`src/rtl/q44_mul_arbiter.sv`:
```
// Round-robin arbiter sharing one external Q4.4 multiplier among N requesters, with drain/halt quiesce FSM.
// Optional build macro Q44_MUL_ARB_STATS_EN adds a saturated-result counter output (sat_cnt).
module q44_mul_arbiter #(
  parameter int N       = 4,
  parameter int W       = 8,
  parameter int MUL_LAT = 1
) (
  input  logic             clk,
  input  logic             rst,
  input  logic             drain,
  input  logic [N-1:0]     req_valid,
  output logic [N-1:0]     req_ready,
  input  logic [N*W-1:0]   req_a,
  input  logic [N*W-1:0]   req_b,
  output logic [N-1:0]     rsp_valid,
  output logic [W-1:0]     rsp_data,
  output logic [W-1:0]     mul_x1,
  output logic [W-1:0]     mul_x2,
  input  logic [W-1:0]     mul_p,
  output logic             halted,
  output logic             busy
`ifdef Q44_MUL_ARB_STATS_EN
  ,
  output logic [15:0]      sat_cnt
`endif
);

  localparam int PW    = (N > 1) ? $clog2(N) : 1;
  localparam int DEPTH = MUL_LAT + 1;

  typedef enum logic [1:0] {
    ST_RUN   = 2'd0,
    ST_DRAIN = 2'd1,
    ST_HALT  = 2'd2
  } state_t;

  state_t                    state_q, state_d;
  logic [PW-1:0]             ptr_q, ptr_d;
  logic [DEPTH-1:0]          tag_vld_q, tag_vld_d;
  logic [DEPTH-1:0][PW-1:0]  tag_idx_q, tag_idx_d;
  logic [W-1:0]              mul_x1_q, mul_x1_d;
  logic [W-1:0]              mul_x2_q, mul_x2_d;
  logic [N-1:0]              rsp_valid_q, rsp_valid_d;
  logic [W-1:0]              rsp_data_q, rsp_data_d;

  logic                      grant_en;
  logic                      gnt_hit;
  logic [PW-1:0]             gnt_idx;
  logic [PW-1:0]             cand;
  logic                      in_flight;

  function automatic logic [PW-1:0] wrap_add(input logic [PW-1:0] p, input int k);
    int s;
    s = int'(p) + k;
    if (s >= N) s = s - N;
    return s[PW-1:0];
  endfunction

  // drain masks grants in the same cycle it rises, before the FSM has left RUN
  always_comb begin
    grant_en  = (state_q == ST_RUN) && !drain;
    gnt_hit   = 1'b0;
    gnt_idx   = '0;
    cand      = '0;
    req_ready = '0;
    for (int k = 0; k < N; k++) begin
      cand = wrap_add(ptr_q, k);
      if (grant_en && !gnt_hit && req_valid[cand]) begin
        gnt_hit = 1'b1;
        gnt_idx = cand;
      end
    end
    if (gnt_hit) req_ready[gnt_idx] = 1'b1;
  end

  always_comb begin
    ptr_d    = ptr_q;
    mul_x1_d = mul_x1_q;
    mul_x2_d = mul_x2_q;
    if (gnt_hit) begin
      ptr_d    = wrap_add(gnt_idx, 1);
      mul_x1_d = req_a[int'(gnt_idx)*W +: W];
      mul_x2_d = req_b[int'(gnt_idx)*W +: W];
    end
  end

  // Tag pipeline: last stage lines up with the product on mul_p
  always_comb begin
    tag_vld_d    = '0;
    tag_idx_d    = '0;
    tag_vld_d[0] = gnt_hit;
    tag_idx_d[0] = gnt_hit ? gnt_idx : '0;
    for (int s = 1; s < DEPTH; s++) begin
      tag_vld_d[s] = tag_vld_q[s-1];
      tag_idx_d[s] = tag_idx_q[s-1];
    end
  end

  always_comb begin
    rsp_valid_d = '0;
    rsp_data_d  = rsp_data_q;
    if (tag_vld_q[DEPTH-1]) begin
      rsp_valid_d[tag_idx_q[DEPTH-1]] = 1'b1;
      rsp_data_d                      = mul_p;
    end
  end

  assign in_flight = |tag_vld_q;

  always_comb begin
    state_d = state_q;
    case (state_q)
      ST_RUN:   if (drain) state_d = ST_DRAIN;
      ST_DRAIN: begin
        if (!drain)          state_d = ST_RUN;
        else if (!in_flight) state_d = ST_HALT;
      end
      ST_HALT:  if (!drain) state_d = ST_RUN;
      default:  state_d = ST_RUN;
    endcase
  end

  always_ff @(posedge clk or posedge rst) begin
    if (rst) begin
      state_q     <= ST_RUN;
      ptr_q       <= '0;
      tag_vld_q   <= '0;
      tag_idx_q   <= '0;
      mul_x1_q    <= '0;
      mul_x2_q    <= '0;
      rsp_valid_q <= '0;
      rsp_data_q  <= '0;
    end else begin
      state_q     <= state_d;
      ptr_q       <= ptr_d;
      tag_vld_q   <= tag_vld_d;
      tag_idx_q   <= tag_idx_d;
      mul_x1_q    <= mul_x1_d;
      mul_x2_q    <= mul_x2_d;
      rsp_valid_q <= rsp_valid_d;
      rsp_data_q  <= rsp_data_d;
    end
  end

  assign mul_x1    = mul_x1_q;
  assign mul_x2    = mul_x2_q;
  assign rsp_valid = rsp_valid_q;
  assign rsp_data  = rsp_data_q;
  assign halted    = (state_q == ST_HALT);
  assign busy      = in_flight | (|rsp_valid_q);

`ifdef Q44_MUL_ARB_STATS_EN
  localparam logic [W-1:0] SAT_POS = {1'b0, {(W-1){1'b1}}};
  localparam logic [W-1:0] SAT_NEG = {1'b1, {(W-1){1'b0}}};

  logic [15:0] sat_cnt_q, sat_cnt_d;

  // Counts delivered responses sitting on either saturation rail
  always_comb begin
    sat_cnt_d = sat_cnt_q;
    if ((|rsp_valid_q) && ((rsp_data_q == SAT_POS) || (rsp_data_q == SAT_NEG)) &&
        (sat_cnt_q != 16'hFFFF))
      sat_cnt_d = sat_cnt_q + 16'd1;
  end

  always_ff @(posedge clk or posedge rst) begin
    if (rst) sat_cnt_q <= '0;
    else     sat_cnt_q <= sat_cnt_d;
  end

  assign sat_cnt = sat_cnt_q;
`endif

endmodule

```
`config.mk`:
```
export PLATFORM = sky130hd
export DESIGN_NAME = q44_mul_arbiter
export DESIGN_NICKNAME = d
export VERILOG_FILES = /design/src/rtl/q44_mul_arbiter.sv
export SDC_FILE = /design/constraint.sdc
export NUM_CORES = 1
export LEC_CHECK = 0
export ABC_AREA = 1
export CAP_MARGIN = 25
export CORE_ASPECT_RATIO = 1.5
export CORE_MARGIN = 8
export CORE_UTILIZATION = 46
export DETAILED_ROUTE_END_ITERATION = 7
export GPL_ROUTABILITY_DRIVEN = 1
export GPL_TIMING_DRIVEN = 0
export PLACE_DENSITY = 0.87
export SYNTH_ARGS = -nofsm -noshare
export SYNTH_HDL_FRONTEND = slang
export SYNTH_SLANG_ARGS = --single-unit
```
`constraint.sdc`:
```
create_clock -name clk -period 4.1 [get_ports clk]
set_input_delay 0.41 -clock clk [delete_from_list [all_inputs] [get_ports clk]]
set_output_delay 0.41 -clock clk [all_outputs]
set_load 0.005 [all_outputs]
```
==> key figures, run 1 <==
Power
  – Final Power: 3.02 mW
  – Peak supply drop: 0.400 mV
  – P_leak: 2.02 nW
  – Pwr Density: 779 mW/mm²

Synthesis
  – Synth Area in XOR/XNOR: 0
  – Post-Synth Adder-Cell Area: 0
  – Complex-gate fraction of the synthesized area: 0.0183
  – Yosys reg bits: 38
  – Mean post-synth cell area: 6.63 µm²
  – Yosys Warn Count: 0
  – Main combinational cell family by area after synthesis: simple AND/OR/NAND/NOR gates
  – Main area contributors after synthesis: dfrtp_1, nand2_1, nand3_1
  – Synth async-reset ratio: 1.00
  – Synth top area share: 0.375
  – Synthesized Nets: 461
  – Library cells used by synthesis: 26
  – Cell taking the most area after synthesis: dfrtp_1
  – Post-Syn Area: 0.00253 mm²
  – Mapped Cells: 382
  – Mux cell area share after synthesis: 0
  – Number of synthesized flops with an enable pin: 0
  – Synth Area in Simple Gates: 0.512
  – Main flop type after synthesis: dfrtp_1
  – Seq/Total Area, Yosys: 0.375

Status
  – Outcome: finished clean

GRT
  – Largest net degree at the start of global routing: 22
  – Vias in the first global route: 2851
  – First-pass GRT wire length: 12900 µm
  – Total Routing Usage GR: 0.189
  – Total grt overflow: 0
  – Initial antenna violation count: 0

Clock network
  – TritonCTS clock tree: built
  – Clock-pin slew on the worst setup and hold paths: 0.08 ns
  – Root Driver: clkbuf_8
  – H-tree depth: 2
  – Post-CTS Hold Buffers: 0
  – CTS Buf Count: 5
  – Clk_lat worst skew: 0.29 ns
  – Clk sinks: 38
  – Max Root-Sink Buffers: 2
  – Postcts setup bufs: 0
  – Post-cts resize count: 0

Final layout
  – Most frequent cells in the layout: nand2_1, clkdlybuf4s50_1, nand3_1, dfrtp_1, inv_1
  – # fillers: 449
  – Fraction of layout cells with a size suffix above 1: 0.0994
  – Non-filler cells, final: 573
  – Final #Nets: 581
  – Register area: 951 µm²
  – Area growth from synthesis to layout: 53.1%
  – Antenna cells: 0
  – Multi-input gate area: 0.00134 mm²
  – Commonest non-fill, non-tap cell in the layout: nand2_1

Timing
  – Slew Limit Headroom: 0.452
  – Final period utilization: 0.821
  – Hold Violations, Final: 0
  – Max-slew violation count: 0
  – Setup WS post-layout: 0.735 ns
  – Max frequency: 297 MHz
  – Final setup viols: 0
  – RSZ-0062 raised after global routing: no
  – Worst Skew: 0.0115 ns
  – Final TNS setup: 0 ns
  – Fin crit period: 3.37 ns
  – Worst-margin pin slew: 0.822 ns

Worst setup path
  – Crit Path Max Fanout: 10
  – Critical Path End Type: output port
  – CP required: 3.69 ns
  – Worst Path Class, Setup: primary input to output port
  – Critical path data arrival time: 2.96 ns
  – Origin of the critical flop-to-flop path: ptr_q[1]
  – Worst R2R End: mul_x1[7]
  – FF-to-FF setup slack: 1.89 ns
  – FF-to-FF path depth: 16
  – Startpoint Class: primary input
  – CP startpoint: drain

Floorplanning
  – Initial core utilization: 0.468
  – Core area: 0.00541 mm²
  – Ports: 113
  – # rows: 33
  – Die width: 76.6 µm
  – Die footprint: 0.00818 mm²
  – Die extent in y: 107 µm

Detailed routing
  – Final wirelength: 7840 µm
  – Antenna Nets Post-Route: 0
  – Routed len/inst: 13.7 µm
  – Pre-antenna DRT Iters: 4
  – Via-to-Cell Ratio: 4.91
  – DRT iter0 DRCs: 91
  – DRC violations left: 0
  – Total number of vias: 2814

Run
  – Max Cap Violations: 0

Worst hold path
  – Hold Path Origin: tag_idx_d[2]
  – Hold Crit Depth: 0
  – Hold Path Sink: tag_idx_q[2]
  – Type of the tightest min-delay check: flip-flop to flip-flop

Place
  – DP HPWL: 6460 µm
  – PortBufs: 112
  – Placed Cells incl. Taps: 565
  – Setup WS pre-CTS: 0.772 ns
  – GP Congestion: 0.813
## power by group
| part | switching [mW] | internal [mW] | total [mW] |
|---|---|---|---|
| Clock | 0.127 | 0.179 | 0.306 |
| Sequential | 0.0846 | 0.550 | 0.634 |
| Combinational | 1.18 | 0.896 | 2.08 |
## per-stage QoR
stage / utilization / instance area, µm² / hold slack [ns]
2_1_floorplan: - / 2530 / 0.331
3_3_place_gp: 0.692 / 3740 / 0.332
3_5_place_dp: 0.697 / 3770 / 0.335
4_1_cts: 0.717 / 3880 / 0.366
5_1_grt: 0.717 / 3880 / 0.369
6_report: 0.717 / 3880 / 0.363
## state kept, by name (all words and copies together), names as in the netlist
register and cells:
mul_x1 8, mul_x2 8, rsp_data 8, rsp_valid 4, ptr_q 2, state_q 2
tag_idx_d 2, tag_idx_q 2, tag_vld_q 2
## final cells by class
type | instances | share of cell area
Inverter | 24 | 0.0239
Clock buffer | 5 | 0.0177
Multi-Input combinational cell | 301 | 0.346
Timing Repair Buffer | 113 | 0.296
Buffer | 19 | 0.0378
Clock inverter | 3 | 0.0103
Tap cell | 70 | 0.0226
Sequential cell | 38 | 0.245
## routing by layer
metal	track usage	share of wire	up-vias
met4	0.0760	0.023	0
met1	0.189	0.37	1272
met2	0.360	0.55	94
li1	-	-	1436
met3	0.0494	0.059	12
met5	0	0	-
## kinds of logic (layout without fill, tap and decap cells)
group                  count (synthesis)  after routing
buffers and inverters                 43            164
AND/OR/NAND/NOR                      295            295
AO/OA/AOI/OAI                          6              6
flip-flops                            38             38
## critical path, stage by stage
cell and delay (ns):
clkdlybuf4s50_1 0.44, nor3_2 0.39, inv_1 0.10, nor2_2 0.13, nand2_2 0.10, inv_1 0.08, nand2_1 0.06, nand2_1 0.09
nand2_1 0.08, nand2_2 0.08, nand2_4 0.10, buf_6 0.16, nor3_1 0.17, clkdlybuf4s50_1 0.55
## Yosys cell counts, types with 3 or more instances
library cell and instances:
buf_4 4, inv_2 3, nand2_1 206, buf_6 7
dfrtp_1 38, buf_2 6, nand2_4 4, nand2_2 8
nor2_1 5, inv_1 20, nor3_1 5, nand3_1 57
## worst max-delay path by stage
stage,end,cells after the start
finish,req_ready[0],14
global route,req_ready[0],14
CTS,req_ready[0],14
detailed placement,req_ready[0],14
global placement,req_ready[1],10
floorplan,req_ready[0],16
Power figures use the tool's default switching activity.
==> run 2, diff against run 1 <==
CORE_UTILIZATION = 38   (was 46)
PLACE_DENSITY = 0.77   (was 0.87)
clock period = 3.09 ns   (was 4.1 ns; I/O delays follow)
==> run 2 against run 1 <==
  * Critical path depth rose by 3
  * Wire length rose by 4.8%
  * Total power rose by 35%
  * Register-to-register slack got worse by 1.1 ns
  * Die area rose by 17%
  * Clock-buffer cell count rose by 1
  * Global-route usage fell by 2.2 points
  * Hold slack got worse by 0.014 ns
  * Highest routed layer unchanged
  * Non-clock buffer count rose by 8
  * Critical path type is now flip-flop to output port
==> key figures, run 2 (same netlist as run 1, synthesis figures left out) <==
Detailed routing
  – Final wirelength: 8220 µm (+4.8%)
  – DRT iter0 DRCs: 181 (+99%)
  – Antenna Nets Post-Route: 0 (unchanged)
  – Pre-antenna DRT Iters: 5 (+1)
  – Routed len/inst: 14.0 µm (+2.7%)
  – DRC violations left: 0 (unchanged)
  – Via-to-Cell Ratio: 4.93 (+0.35%)
  – Total number of vias: 2883 (+2.5%)

GRT
  – Met1 Usage GRT: 0.181 (-0.00810)
  – Global Route met2 Usage: 0.291 (-0.0688)
  – Total grt overflow: 0 (unchanged)
  – Total Routing Usage GR: 0.166 (-0.0225)
  – Vias in the first global route: 2822 (-1.0%)
  – Largest net degree at the start of global routing: 21 (-4.5%)
  – Initial antenna violation count: 0 (unchanged)
  – First-pass GRT wire length: 12800 µm (-0.37%)
  – Met3 usage: 0.0427 (-0.00671)
  – Most used routing layer in global routing: met2

Final layout
  – Antenna cells: 0 (unchanged)
  – # fillers: 599 (+33%)
  – Commonest non-fill, non-tap cell in the layout: nand2_1
  – Multi-input gate area: 0.00137 mm² (+2.0%)
  – Most frequent cells in the layout: nand2_1, clkdlybuf4s50_1, nand3_1, dfrtp_1, inv_1
  – Register area: 951 µm² (unchanged)
  – Area growth from synthesis to layout: 56.4%
  – Final core occ: 0.611 (-0.106)
  – Final #Nets: 589 (+1.4%)
  – Fraction of layout cells with a size suffix above 1: 0.116 (+0.0165)

Floorplanning
  – Initial core utilization: 0.390 (-0.0778)
  – Core area: 0.00649 mm² (+20%)
  – Die footprint: 0.00959 mm² (+17%)
  – # rows: 36 (+9.1%)
  – Ports: 113 (unchanged)
  – Die width: 82.7 µm (+7.9%)
  – Die extent in y: 116 µm (+8.5%)

Timing
  – Final setup viols: 0 (unchanged)
  – Max-slew violation count: 0 (unchanged)
  – Slew Limit Headroom: 0.434 (-0.0180)
  – Setup WS post-layout: 0.427 ns (-0.308 ns)
  – Hold Violations, Final: 0 (unchanged)
  – Fin crit period: 2.66 ns
  – RSZ-0062 raised after global routing: no
  – Worst Skew: 0.00396 ns (-0.00755 ns)
  – Worst-margin pin slew: 0.849 ns (+0.0270 ns)
  – Max frequency: 375 MHz
  – Final period utilization: 0.862

Worst setup path
  – Startpoint Class: flip-flop
  – Crit Path Max Fanout: 10 (unchanged)
  – Worst Path Class, Setup: flip-flop to output port
  – CP required: 2.78 ns (-0.91 ns)
  – FF-to-FF path depth: 18 (+2)
  – Critical path data arrival time: 2.35 ns (-0.61 ns)
  – Critical Path End Type: output port

Place
  – GP Congestion: 0.869 (+6.8%)
  – DP HPWL: 6520 µm (+0.87%)
  – Setup WS pre-CTS: -0.0751 ns (-0.847 ns)
  – PortBufs: 112 (unchanged)

Clock network
  – TritonCTS clock tree: built
  – Max Root-Sink Buffers: 2 (unchanged)
  – Clock-pin slew on the worst setup and hold paths: 0.07 ns (about the same)
  – H-tree depth: 2 (unchanged)
  – Clk sinks: 38 (unchanged)
  – Root Driver: clkbuf_8
  – CTS Buf Count: 5 (unchanged)
  – Clk_lat worst skew: 0.28 ns (about the same)

Power
  – P_leak: 2.11 nW (+4.5%)
  – Pwr Density: 1030 mW/mm² (+32%)
  – Peak supply drop: 0.482 mV (+21%)

Worst hold path
  – Type of the tightest min-delay check: flip-flop to flip-flop
  – Hold Crit Depth: 0 (unchanged)

Run
  – Max Cap Violations: 0 (unchanged)

Status
  – Outcome: finished clean
==> run 2: final timing paths <==
check	from	slack, ns	to
min	tag_idx_d[3]	0.35	tag_idx_q[3]
min reg2reg	tag_idx_d[3]	0.35	tag_idx_q[3]
max reg2reg	ptr_q[0]	0.82	mul_x1[0]
min in group asynchronous	rst	0.50	rsp_valid[3]
max	ptr_q[0]	0.43	req_ready[2]
max in group asynchronous	rst	2.01	mul_x2[0]
==> run 2: worst max-delay path, cell delays in order (launching register included) <==
cell,delay [ns]
dfrtp_1,0.37
buf_6,0.14
inv_2,0.07
buf_8,0.13
nand2_1,0.07
nand3_1,0.10
nand2_2,0.08
nor2_2,0.11
nand2_2,0.09
buf_4,0.15
nand2_2,0.08
nand2_4,0.09
nand2_4,0.10
buf_8,0.13
inv_1,0.05
nand2_1,0.11
inv_1,0.05
dlymetal6s2s_1,0.14
==> run 2: stage by stage <==
stage          hold WS (ns)  instances  power [mW]  cell area [µm²]  TNS [ns]
2_1_floorplan         0.331        382        2.62             2530         0
3_3_place_gp          0.331        570        3.54             3750   -0.0200
3_5_place_dp          0.335        571        3.61             3780    -0.177
4_1_cts               0.350        577        3.95             3860         0
5_1_grt               0.366        585        4.44             3960         0
6_report              0.349        585        4.07             3960         0
==> run 2: layout make-up <==
| class | count | share of cell area |
|---|---|---|
| multi-input cells | 301 | 0.346 |
| well taps | 76 | 0.0240 |
| inverters | 24 | 0.0234 |
| flip-flops and latches | 38 | 0.240 |
| plain buffers | 18 | 0.0360 |
| clock buffers | 6 | 0.0209 |
| repair buffers | 122 | 0.310 |
==> run 2: what timing repair did <==
| action | in CTS | in global routing |
|---|---|---|
| pin swaps | 0 | 7 |
| buffers inserted | 0 | 9 |
| resized for setup | 1 | 11 |
| hold buffers | 0 | 0 |
| endpoints found under the setup margin | 3 | 4 |
==> run 2: power by group <==
| part | internal [mW] | switching [mW] | total (mW) |
|---|---|---|---|
| clock network | 0.172 | 0.157 | 0.329 |
| logic | 1.28 | 1.61 | 2.90 |
| registers | 0.730 | 0.116 | 0.846 |
| total | 2.19 | 1.88 | 4.07 |
==> run 2: routing by layer <==
layer | part of all wire | wire length (µm)
met1 | 0.37 | 3030
met2 | 0.52 | 4310
met3 | 0.069 | 569
met4 | 0.037 | 301
met5 | 0 | 0
==> run 3, diff against run 2 <==
CTS_CLUSTER_DIAMETER = 80   (was default)
SKIP_CTS_REPAIR_TIMING = 1   (was default)
==> run 3 against run 2 <==
  * First-iteration DRC count fell by 9.4%
  * Via count down 0.55%
  * Highest routed layer unchanged
  * Non-clock buffer count fell by 1
  * Largest power group unchanged
==> key figures, run 3 (same netlist as run 1, synthesis figures left out) <==
Final layout
  – Final #Nets: 588 (-0.17%)
  – Area growth from synthesis to layout: 55.5%
  – Fraction of layout cells with a size suffix above 1: 0.112 (-0.00371)
  – Final core occ: 0.607 (-0.00347)
  – Multi-input gate area: 0.00137 mm² (-0.18%)
  – Antenna cells: 0 (unchanged)
  – Commonest non-fill, non-tap cell in the layout: nand2_1
  – # fillers: 602 (+0.50%)
  – Most frequent cells in the layout: nand2_1, clkdlybuf4s50_1, nand3_1, dfrtp_1, inv_1
  – Register area: 951 µm² (unchanged)

Worst setup path
  – Crit Path Max Fanout: 15 (+5)
  – Critical path data arrival time: 2.65 ns (+0.30 ns)
  – CP required: 2.78 ns (about the same)
  – Startpoint Class: flip-flop
  – Critical Path End Type: output port
  – Worst Path Class, Setup: flip-flop to output port

Timing
  – Final period utilization: 0.958 (+0.0961)
  – WHS: 0.348 ns (-0.000993 ns)
  – Worst-margin pin slew: 0.843 ns (-0.00583 ns)
  – Max-slew violation count: 0 (unchanged)
  – Slew Limit Headroom: 0.437 (+0.00389)
  – Setup WS post-layout: 0.130 ns (-0.297 ns)
  – Max frequency: 338 MHz (-10%)
  – Final setup viols: 0 (unchanged)
  – Hold Violations, Final: 0 (unchanged)
  – Worst Skew: 0.00431 ns (+0.000355 ns)
  – Fin crit period: 2.96 ns (+0.297 ns)

Detailed routing
  – Total number of vias: 2867 (-0.55%)
  – Via-to-Cell Ratio: 4.91 (-0.38%)
  – Final wirelength: 8180 µm (-0.49%)
  – Antenna Nets Post-Route: 0 (unchanged)
  – DRT iter0 DRCs: 164 (-9.4%)
  – Pre-antenna DRT Iters: 4 (-1)
  – Routed len/inst: 14.0 µm (-0.32%)
  – DRC violations left: 0 (unchanged)

Power
  – P_int: 2.16 mW (-1.1%)
  – Pwr Density: 1030 mW/mm² (-0.24%)
  – Sequential power share: 0.209 (about the same)
  – Switching power: 1.88 mW (-0.45%)
  – Clock power share: 0.081 (about the same)
  – Combinational power share: 0.709 (-0.002)
  – Final Power: 4.04 mW (-0.81%)
  – Peak supply drop: 0.498 mV (+3.3%)
  – Switching Share: 0.465 (+0.00169)
  – P_leak: 2.07 nW (-2.0%)

Clock network
  – Clk_lat worst skew: 0.28 ns (about the same)
  – Max Root-Sink Buffers: 2 (unchanged)
  – H-tree depth: 2 (unchanged)
  – Root Driver: clkbuf_8
  – Clock-pin slew on the worst setup and hold paths: 0.07 ns (about the same)
  – Clk sinks: 38 (unchanged)
  – CTS Buf Count: 5 (unchanged)
  – TritonCTS clock tree: built

GRT
  – Vias in the first global route: 2822 (unchanged)
  – Total grt overflow: 0 (unchanged)
  – Initial antenna violation count: 0 (unchanged)
  – Largest net degree at the start of global routing: 21 (unchanged)
  – First-pass GRT wire length: 12800 µm (about the same)
  – Total Routing Usage GR: 0.166 (-0.000183)

Run
  – Max Cap Violations: 0 (unchanged)

Floorplanning
  – Die footprint: 0.00959 mm² (unchanged)
  – # rows: 36 (unchanged)
  – Initial core utilization: 0.390 (unchanged)
  – Die width: 82.7 µm (unchanged)
  – Die extent in y: 116 µm (unchanged)
  – Core area: 0.00649 mm² (unchanged)
  – Ports: 113 (unchanged)

Worst hold path
  – Type of the tightest min-delay check: flip-flop to flip-flop

Place
  – Setup WS pre-CTS: -0.0751 ns (unchanged)
  – DP HPWL: 6520 µm (unchanged)
  – GP Congestion: 0.869 (unchanged)
  – PortBufs: 112 (unchanged)

Status
  – Outcome: finished clean
[run 3: cell types whose count changed in the layout (fill, tap and decap cells not counted)]
cell / delta
buf_8: -1
clkdlybuf4s50_1: +2
dlymetal6s2s_1: -2
nand2_2: -1
nand2_1: +1
[run 3: layout make-up]
class / instances / area share
Multi-Input combinational cell: 301 / 0.347
Timing Repair Buffer: 122 / 0.310
Sequential cell: 38 / 0.241
Buffer: 17 / 0.0324
Tap cell: 76 / 0.0241
Inverter: 24 / 0.0235
Clock buffer: 6 / 0.0210
[run 3: path summary, 6_finish.rpt]
kind | slack, ns | cells after the start | start | end
min | 0.35 | 0 | tag_idx_d[3] | tag_idx_q[3]
max reg2reg | 0.84 | 18 | ptr_q[0] | mul_x1[0]
max | 0.13 | 16 | ptr_q[0] | req_ready[2]
max in group asynchronous | 2.02 | 3 | rst | mul_x1[7]
min reg2reg | 0.35 | 0 | tag_idx_d[3] | tag_idx_q[3]
min in group asynchronous | 0.50 | 2 | rst | rsp_valid[3]
[run 3: per-layer routing]
metal / GRT usage / vias up / wire length, µm
li1: - / 1448 / -
met2: 0.291 / 110 / 4300
met5: 0 / - / 0
met1: 0.180 / 1290 / 3060
met3: 0.0427 / 19 / 574
met4: 0.0705 / 0 / 247
[run 3: worst max-delay path, cell delays in order (launching register included)]
cell and delay [ns]:
dfrtp_1 0.37, buf_6 0.14, inv_2 0.07, buf_8 0.13, nand2_1 0.08, nand3_1 0.08
nand2_1 0.09, nor2_2 0.10, nand2_2 0.09, o21ai_0 0.08, nand2_1 0.11, nand2_1 0.09
nand2_2 0.10, nand2_8 0.13, nand2_1 0.12, inv_1 0.07, clkdlybuf4s50_1 0.50
[run 3: stage by stage]
stage	TNS (ns)	std cells	instance area, µm²
floorplan	0	382	2530
global placement	-0.0200	570	3750
detailed placement	-0.177	571	3780
CTS	-0.239	577	3860
global route	-0.0210	584	3940
finish	0	584	3940
[run 3: power by group through the flow]
stage | Clock [mW] | Combinational [mW] | Sequential, mW
global placement | 0 | 2.70 | 0.839
CTS | 0.335 | 2.77 | 0.843
floorplan | 0 | 1.76 | 0.855
detailed placement | 0 | 2.76 | 0.849
global route | 0.348 | 3.18 | 0.874
finish | 0.329 | 2.86 | 0.846
